### src/rtl/genius_round_ctrl.sv
// genius_round_ctrl: round sequencer for the Genius memory game.
//   It shows the stored colour sequence on the LEDs. It then collects the
//   player's button presses and checks each one against the sequence.
//   The external decade time counter is driven through TIME_R and TIME_E.
//   Each display phase and each input window therefore lasts one counter
//   period.
// Ports:
//   CLKT      time clock, shared with the time counter
//   R         asynchronous active-high reset
//   START     one-cycle pulse that begins a new game
//   BTN       one-hot button press pulses, already synchronised
//   SEQ_DATA  colour index at SEQ_ADDR (combinational ROM)
//   END_TIME  end_time pulse from the time counter
//   SEQ_ADDR  sequence index being shown or checked
//   LED       one-hot colour display
//   TIME_R    time counter clear
//   TIME_E    time counter enable
//   LEVEL     current level (round length is LEVEL+1)
//   STATE     debug state code
//   WIN/LOSE  held game result flags
module genius_round_ctrl #(
  parameter int unsigned LEVEL_W   = 4,
  parameter int unsigned MAX_LEVEL = 15
) (
  input  logic               CLKT,
  input  logic               R,
  input  logic               START,
  input  logic [3:0]         BTN,
  input  logic [1:0]         SEQ_DATA,
  input  logic               END_TIME,
  output logic [LEVEL_W-1:0] SEQ_ADDR,
  output logic [3:0]         LED,
  output logic               TIME_R,
  output logic               TIME_E,
  output logic [LEVEL_W-1:0] LEVEL,
  output logic [2:0]         STATE,
  output logic               WIN,
  output logic               LOSE
);

  typedef enum logic [2:0] {
    S_IDLE     = 3'd0,
    S_SHOW_ON  = 3'd1,
    S_SHOW_OFF = 3'd2,
    S_WAIT_IN  = 3'd3,
    S_NEXT_LVL = 3'd4,
    S_WIN      = 3'd5,
    S_LOSE     = 3'd6
  } state_t;

  localparam logic [LEVEL_W-1:0] MAX_LVL = LEVEL_W'(MAX_LEVEL);
  localparam logic [LEVEL_W-1:0] ONE     = LEVEL_W'(1);

  state_t               state, state_n;
  logic [LEVEL_W-1:0]   idx, idx_n, level_n, addr_n;
  logic [3:0]           seq_oh, led_n;
  logic                 restart, end_ok, timed_n, enter_n;

  always_comb begin
    seq_oh  = 4'b0001 << SEQ_DATA;
    // Inside a timed state, TIME_R is high only during the clear cycle.
    // A stale END_TIME seen in that cycle is therefore discarded.
    end_ok  = END_TIME && !TIME_R;
    state_n = state;
    idx_n   = idx;
    level_n = LEVEL;
    restart = 1'b0;

    case (state)
      S_IDLE, S_WIN, S_LOSE: begin
        if (START) begin
          state_n = S_SHOW_ON;
          idx_n   = '0;
          level_n = '0;
        end
      end
      S_SHOW_ON: begin
        if (end_ok) state_n = S_SHOW_OFF;
      end
      S_SHOW_OFF: begin
        if (end_ok) begin
          if (idx == LEVEL) begin
            state_n = S_WAIT_IN;
            idx_n   = '0;
          end else begin
            state_n = S_SHOW_ON;
            idx_n   = idx + ONE;
          end
        end
      end
      S_WAIT_IN: begin
        // A button press takes priority over a coincident timeout.
        if (BTN != '0) begin
          if (BTN == seq_oh) begin
            if (idx == LEVEL) begin
              state_n = S_NEXT_LVL;
            end else begin
              idx_n   = idx + ONE;
              restart = 1'b1;
            end
          end else begin
            state_n = S_LOSE;
          end
        end else if (end_ok) begin
          state_n = S_LOSE;
        end
      end
      S_NEXT_LVL: begin
        if (LEVEL == MAX_LVL) begin
          state_n = S_WIN;
        end else begin
          state_n = S_SHOW_ON;
          level_n = LEVEL + ONE;
          idx_n   = '0;
        end
      end
      default: state_n = S_IDLE;
    endcase

    timed_n = (state_n == S_SHOW_ON) || (state_n == S_SHOW_OFF) ||
              (state_n == S_WAIT_IN);
    enter_n = (state_n != state) || restart;

    // SEQ_ADDR runs one step ahead during SHOW_OFF and NEXT_LVL.
    // The ROM word for the next SHOW_ON is then already on SEQ_DATA in
    // the cycle in which the registered LED is loaded.
    case (state_n)
      S_SHOW_ON, S_WAIT_IN: addr_n = idx_n;
      S_SHOW_OFF:           addr_n = (idx_n == level_n) ? '0 : idx_n + ONE;
      default:              addr_n = '0;
    endcase

    case (state_n)
      S_SHOW_ON: led_n = seq_oh;
      S_WIN:     led_n = '1;
      default:   led_n = '0;
    endcase
  end

  always_ff @(posedge CLKT or posedge R) begin
    if (R) begin
      state    <= S_IDLE;
      idx      <= '0;
      LEVEL    <= '0;
      SEQ_ADDR <= '0;
      LED      <= '0;
      TIME_R   <= 1'b1;
      TIME_E   <= 1'b0;
      WIN      <= 1'b0;
      LOSE     <= 1'b0;
    end else begin
      state    <= state_n;
      idx      <= idx_n;
      LEVEL    <= level_n;
      SEQ_ADDR <= addr_n;
      LED      <= led_n;
      TIME_R   <= !timed_n || enter_n;
      TIME_E   <= timed_n && !enter_n;
      WIN      <= (state_n == S_WIN);
      LOSE     <= (state_n == S_LOSE);
    end
  end

  assign STATE = state;

endmodule

### config.mk
export PLATFORM = sky130hd
export DESIGN_NAME = genius_round_ctrl
export DESIGN_NICKNAME = d
export VERILOG_FILES = /design/src/rtl/genius_round_ctrl.sv
export SDC_FILE = /design/constraint.sdc
export NUM_CORES = 1
export LEC_CHECK = 0
export ABC_AREA = 0
export CORE_ASPECT_RATIO = 0.75
export CORE_MARGIN = 10
export CORE_UTILIZATION = 35
export CTS_BUF_LIST = sky130_fd_sc_hd__clkbuf_16
export CTS_CLUSTER_DIAMETER = 150
export CTS_CLUSTER_SIZE = 20
export DETAILED_ROUTE_END_ITERATION = 10
export GPL_TIMING_DRIVEN = 0
export PLACE_DENSITY = 0.64
export SETUP_SLACK_MARGIN = 0.4
export SYNTH_ARGS = -nofsm -noshare
export SYNTH_HDL_FRONTEND = slang
export SYNTH_SLANG_ARGS = --single-unit
### constraint.sdc
create_clock -name CLKT -period 3 [get_ports CLKT]
set_input_delay 0.9 -clock CLKT [delete_from_list [all_inputs] [get_ports CLKT]]
set_output_delay 0.9 -clock CLKT [all_outputs]
set_load 0.01 [all_outputs]
# Word-level counts from Yosys, hierarchy flattened
# Index checks and enable logic that the tools add are counted.
[totals] register_bits=23 inputBits=10 word_cells=70
[op_classes] n_addsub=3 n_eq_ne=16 n_shift=1 mux=28 n_reduce_logical=13
[op_table] op="two-way mux 4 bit" count=10
[op_table] op="two-way mux 3 bit" count=8
[op_table] op="case mux 4 bit (2 select lines)" count=3
[op_table] op="case mux 4 bit (4 select lines)" count=1
[op_table] op="equality test 3 bit, second input constant" count=5
[op_table] op="case mux 3 bit (5 select lines)" count=1
[op_table] op="adder 4 x 1 -> 4 bit, second input constant" count=3
[op_table] op="equality test 3 x 2 -> 1 bit, second input constant" count=4
[op_table] op="equality test 4 bit" count=3
[op_table] op="equality test 3 x 1 -> 1 bit, second input constant" count=2
[op_table] op="equality test 4 bit, second input constant" count=1
[op_table] op="logical OR 1 bit" count=4
[op_table] op="two-way mux 1 bit" count=4
[op_table] op="nonzero test 4 bit" count=1
[op_table] op="left shift 1 x 2 -> 4 bit, first input constant" count=1
[op_table] op="zero test 1 bit" count=3
[op_table] op="zero test 3 bit" count=1
[op_table] op="!= test 3 bit" count=1
[op_table] op="OR reduction 3 bit" count=1
[op_table] op="logical AND 1 bit" count=2
[op_table] op="two-way mux 2 bit" count=1
[op_table] op="OR reduction 2 bit" count=1

# Depth between registers and ports, before layout
[depth] depth_word=10 depth_mapped=12 depth_no_buf=12

# Worst setup path before layout
# OpenSTA, ideal clock, no wires.
[synth_timing] path_type="input to register" start="input SEQ_DATA[1]" end="register SEQ_ADDR[2]" setup_time_ns=0.139 arrival_time_ns=2.635 required_ns=2.861 slack_ns=0.226 stages=8 n_path_buf=0 path_cell_list="nand3b_1 > or4_4 > a311oi_2 > mux2i_1 > o32a_1 > o2111ai_2 > o21ai_2 > o221ai_1"
[synth_via] elab_chain_len=8
[synth_lines] item="start: declaration" line_no="29" text="input logic [1:0] SEQ_DATA,"
[synth_lines] item="left shift 1 x 2 -> 4 bit (*)" line_no="60" text="seq_oh = 4'b0001 << SEQ_DATA;"
[synth_lines] item="equality test 4 bit (*)" line_no="94" text="if (BTN == seq_oh) begin"
[synth_lines] item="two-way mux 4 bit or two-way mux 3 bit (tied branches)" line_no="94"
[synth_lines] item="two-way mux 4 bit or two-way mux 3 bit (tied branches)" line_no="93" text="if (BTN != '0) begin"
[synth_lines] item="case mux 4 bit (4 select lines) or case mux 3 bit (5 select lines) (tied branches)" line_no="69" text="case (state)"
[synth_lines] item="adder 4 x 1 -> 4 bit (tied with other cells)" line_no="129" text="S_SHOW_OFF: addr_n = (idx_n == level_n) ? '0 : idx_n + ONE;"
[synth_lines] item="two-way mux 4 bit or OR reduction 2 bit (tied branches)" line_no="129, 127"
[synth_lines] item="case mux 4 bit (2 select lines) (*)" line_no="127" text="case (state_n)"
[synth_lines] item="via addr_n[2]" line_no="55" text="logic [LEVEL_W-1:0] idx, idx_n, level_n, addr_n;"
[synth_lines] item="end signal: assignment" line_no="155" text="SEQ_ADDR <= addr_n;"
[synth_lines] item="end: declaration" line_no="31" text="output logic [LEVEL_W-1:0] SEQ_ADDR,"
# Mark *: on every way through the listed nets, which the timed path passes. The rest lies on a longest branch.

# Final worst setup path
[layout_timing] start="input END_TIME" end="register SEQ_ADDR[2]"
[layout_lines] item="start: declaration" line_no="30" text="input logic END_TIME,"
[layout_lines] item="logical AND 1 bit (*)" line_no="63" text="end_ok = END_TIME && !TIME_R;"
[layout_lines] item="two-way mux 4 bit (*)" line_no="81" text="if (end_ok) begin"
[layout_lines] item="case mux 4 bit (4 select lines) (*)" line_no="69"
[layout_lines] item="via idx_n[0]" line_no="55"
[layout_lines] item="adder 4 x 1 -> 4 bit or equality test 4 bit (tied branches)" line_no="129"
[layout_lines] item="two-way mux 4 bit (*)" line_no="129"
[layout_lines] item="case mux 4 bit (2 select lines) (*)" line_no="127"
[layout_lines] item="via addr_n[2]" line_no="55"
# Marked as above.

==> impl_metrics.py <==
metrics = {
    "layout": {
        "n_antenna_cell": 0,
        "layout-drive-gt1-share_pct": 23.5,
        "mostFrequentLayoutCells": "dfrtp_1, clkdlybuf4s50_1, nand2_1",
        "finalNonFillerCells": 349,
        "finalNetCount": 292,
        "area_growth_pct": 40.5,
    },
    "placement": {
        "place_inst": 332,
        "io_buffers": 28,
        "place.gp.congestion": 0.934,
        "place_hpwl_um": 4250,
    },
    "yosys": {
        "synth.distinct_cells": 56,
        "yosysTopAreaCellShare_pct": 30.0,
        "ys.flop_type": "dfrtp_1",
        "synth_edf_count": 0,
        "synth_top_area_cell": "dfrtp_1",
        "async_reset_ff_share_pct": 100,
        "synth_fp_nets": 246,
        "ys_warn_count": 0,
        "ys_ff_latch": 23,
        "syn_area_um2": 1840,
        "synth_area_leaders": "dfrtp_1, nor2_1, nand2_1",
        "synthCells": 232,
        "seq_area_frac_synth_pct": 31.4,
        "synth.avg_cell_area_um2": 7.92,
    },
    "timing": {
        "max_freq_mhz": 350,
        "finalHoldViolCount": 0,
        "setup_viol": 0,
        "min_period_ns": 2.86,
        "period_share_pct": 95.2,
        "drv_slew": 0,
        "clock_skew_ns": 0.00749,
        "rsz0062_at_grt": "yes",
        "slew-limit-headroom_pct": 39.9,
        "hold_slack_ns": 0.691,
        "tightest_slew_ns": 0.901,
    },
    "detailed_routing": {
        "drc": 0,
        "dr.pass1.iters": 4,
        "wire_per_inst_um": 17.1,
        "drtIter0Drc": 190,
        "routed_wirelength_um": 5970,
        "detail-route-antenna-nets": 0,
        "num_vias": 1977,
        "vias_per_cell": 5.66,
    },
    "floorplan": {
        "die_h_um": 82.7,
        "dieArea_um2": 8580,
        "row_count": 22,
        "start_util_pct": 36.9,
        "fp.dieW_um": 104,
        "design.portCount": 29,
        "core_um2": 4980,
    },
    "run_status": {
        "outcome": "finished clean",
    },
    "worst_setup_path": {
        "slowest_stage": "clkdlybuf4s50_1",
        "crit_arrival_ns": 3.03,
        "path_cells": "clkdlybuf4s50_1, nand2b_2, o22ai_2, a211oi_4, a22o_1, nor2_2, inv_1, ha_1, or2_2, o221ai_1",
        "critPathCaptureType": "flop",
        "path_max_fanout": 4,
        "cp-start-kind": "input port",
        "critPathKind": "in2reg",
        "cp.required_ns": 3.17,
        "max_stage_delay_ns": 0.50,
        "r2r_cells": 11,
    },
    "global_route": {
        "antenna_found_initial": 0,
        "grt_start_max_net_pins": 24,
        "grt_pass1_wl_um": 9440,
        "grt_pass1_vias": 1858,
        "grt_use_total_pct": 13.0,
        "gr-total-overflow": 0,
    },
    "clock_network": {
        "root_buffer": "clkbuf_16",
        "clk_path_buf_depth": 2,
        "ctsHtreeMaxLevel": 1,
        "clock_latency_ns": 0.26,
        "cts_inserted_buffers": 3,
        "clk_pin_slew_ns": 0.06,
        "cts_tree": "yes",
        "clock_sinks": 23,
        "hold_buffers": 0,
    },
    "power_and_ir_drop": {
        "ir_worst_vdd_v": 0.000429,
        "p_leak_nw": 1.07,
        "finalPower_mw": 2.28,
        "p_per_area_nw_per_um2": 883,
    },
    "worst_hold_path": {
        "hold_path.class": "reg2reg",
        "hold_depth": 2,
    },
    "job": {
        "maxCapViolCount": 0,
    },
}
[synth_stat cells (all sizes together) (3+ instances only)]
master and n:
nor4 4, and3 3, o22ai 6, clkbuf 3, nor2 20, nor2b 3
o211ai 4, mux2i 3, inv 17, nand2b 9, dfrtp 22, nand4 3
a31oi 5, nor3b 3, o21a 3, o21ai 13, nor3 9, nand3 11
nand3b 4, nand2 19, a21oi 14, buf 6, ha 4, or3 4
xor2 4
[critical path: cells and delay by family]
kind                       cells  cell delay, ns
adders and majority gates      1            0.21
buffers and inverters          2            0.61
and+or+nand+nor                3            0.57
AOI/OAI and AO/OA              4            0.74
[power breakdown]
part / total, mW / switching (mW) / internal [mW]
Clock: 0.295 / 0.114 / 0.181
Sequential: 0.494 / 0.0888 / 0.405
Combinational: 1.49 / 0.878 / 0.611
Total: 2.28 / 1.08 / 1.20
[sequential cells by signal (all words and copies together) (netlist names)]
name      count
LED           4
LEVEL         4
SEQ_ADDR      4
idx           4
STATE         3
LOSE          1
TIME_E        1
TIME_R        1
WIN           1
[per-layer routing]
metal | track usage, % | wire, µm
met1 | 17.8 | 2920
met2 | 20.9 | 2710
met3 | 2.94 | 326
met4 | 2.63 | 14
met5 | 0 | 0
[kinds of logic (layout without fill, tap and decap cells)]
logic type               after synthesis  in the layout  synth area share (%)
AO/OA/AOI/OAI                         70             70                  26.6
XOR/XNOR                               6              6                  2.86
adder cells (fa/ha/maj)                4              4                  2.72
buffers and inverters                 26             71                  5.65
flip-flops                            23             23                  31.4
multiplexers                           4              4                  2.25
AND/OR/NAND/NOR                       99             99                  28.5
[area by class of cell]
cell class / instances / area, µm²
fill: 474 / 2400
multi-input combinational: 183 / 1360
sequential: 23 / 578
timing repair buffer: 41 / 360
tap: 72 / 90.1
clock buffer: 3 / 75.1
inverter: 17 / 63.8
buffer: 9 / 50.0
clock inverter: 1 / 7.51
[through the flow]
stage	utilization (%)	instance area [µm²]	setup TNS [ns]	worst slack, ns
after global placement	44.3	2210	-3.67	-0.553
after CTS	48.7	2430	0	0.0529
after floorplan	-	1840	0	0.252
final	51.8	2580	0	0.143
after global routing	51.8	2580	-0.000553	-0.000553
after detailed placement	44.3	2210	-3.78	-0.597
[final timing paths]
kind,start,end,slack [ns]
max,END_TIME,SEQ_ADDR[2],0.14
min,LEVEL[2],LEVEL[2],0.69
max reg2reg,LEVEL[2],SEQ_ADDR[0],0.26
min reg2reg,LEVEL[2],LEVEL[2],0.69
max in group asynchronous,R,LEVEL[2],1.26
min in group asynchronous,R,SEQ_ADDR[3],1.14
[repair_timing]
action	in CTS	in global routing
hold endpoints to repair	0	0
buffers inserted	8	5
pin swaps	9	16
resized for setup	41	28
endpoints found under the setup margin	17	10
(Power assumes the default switching activity.)
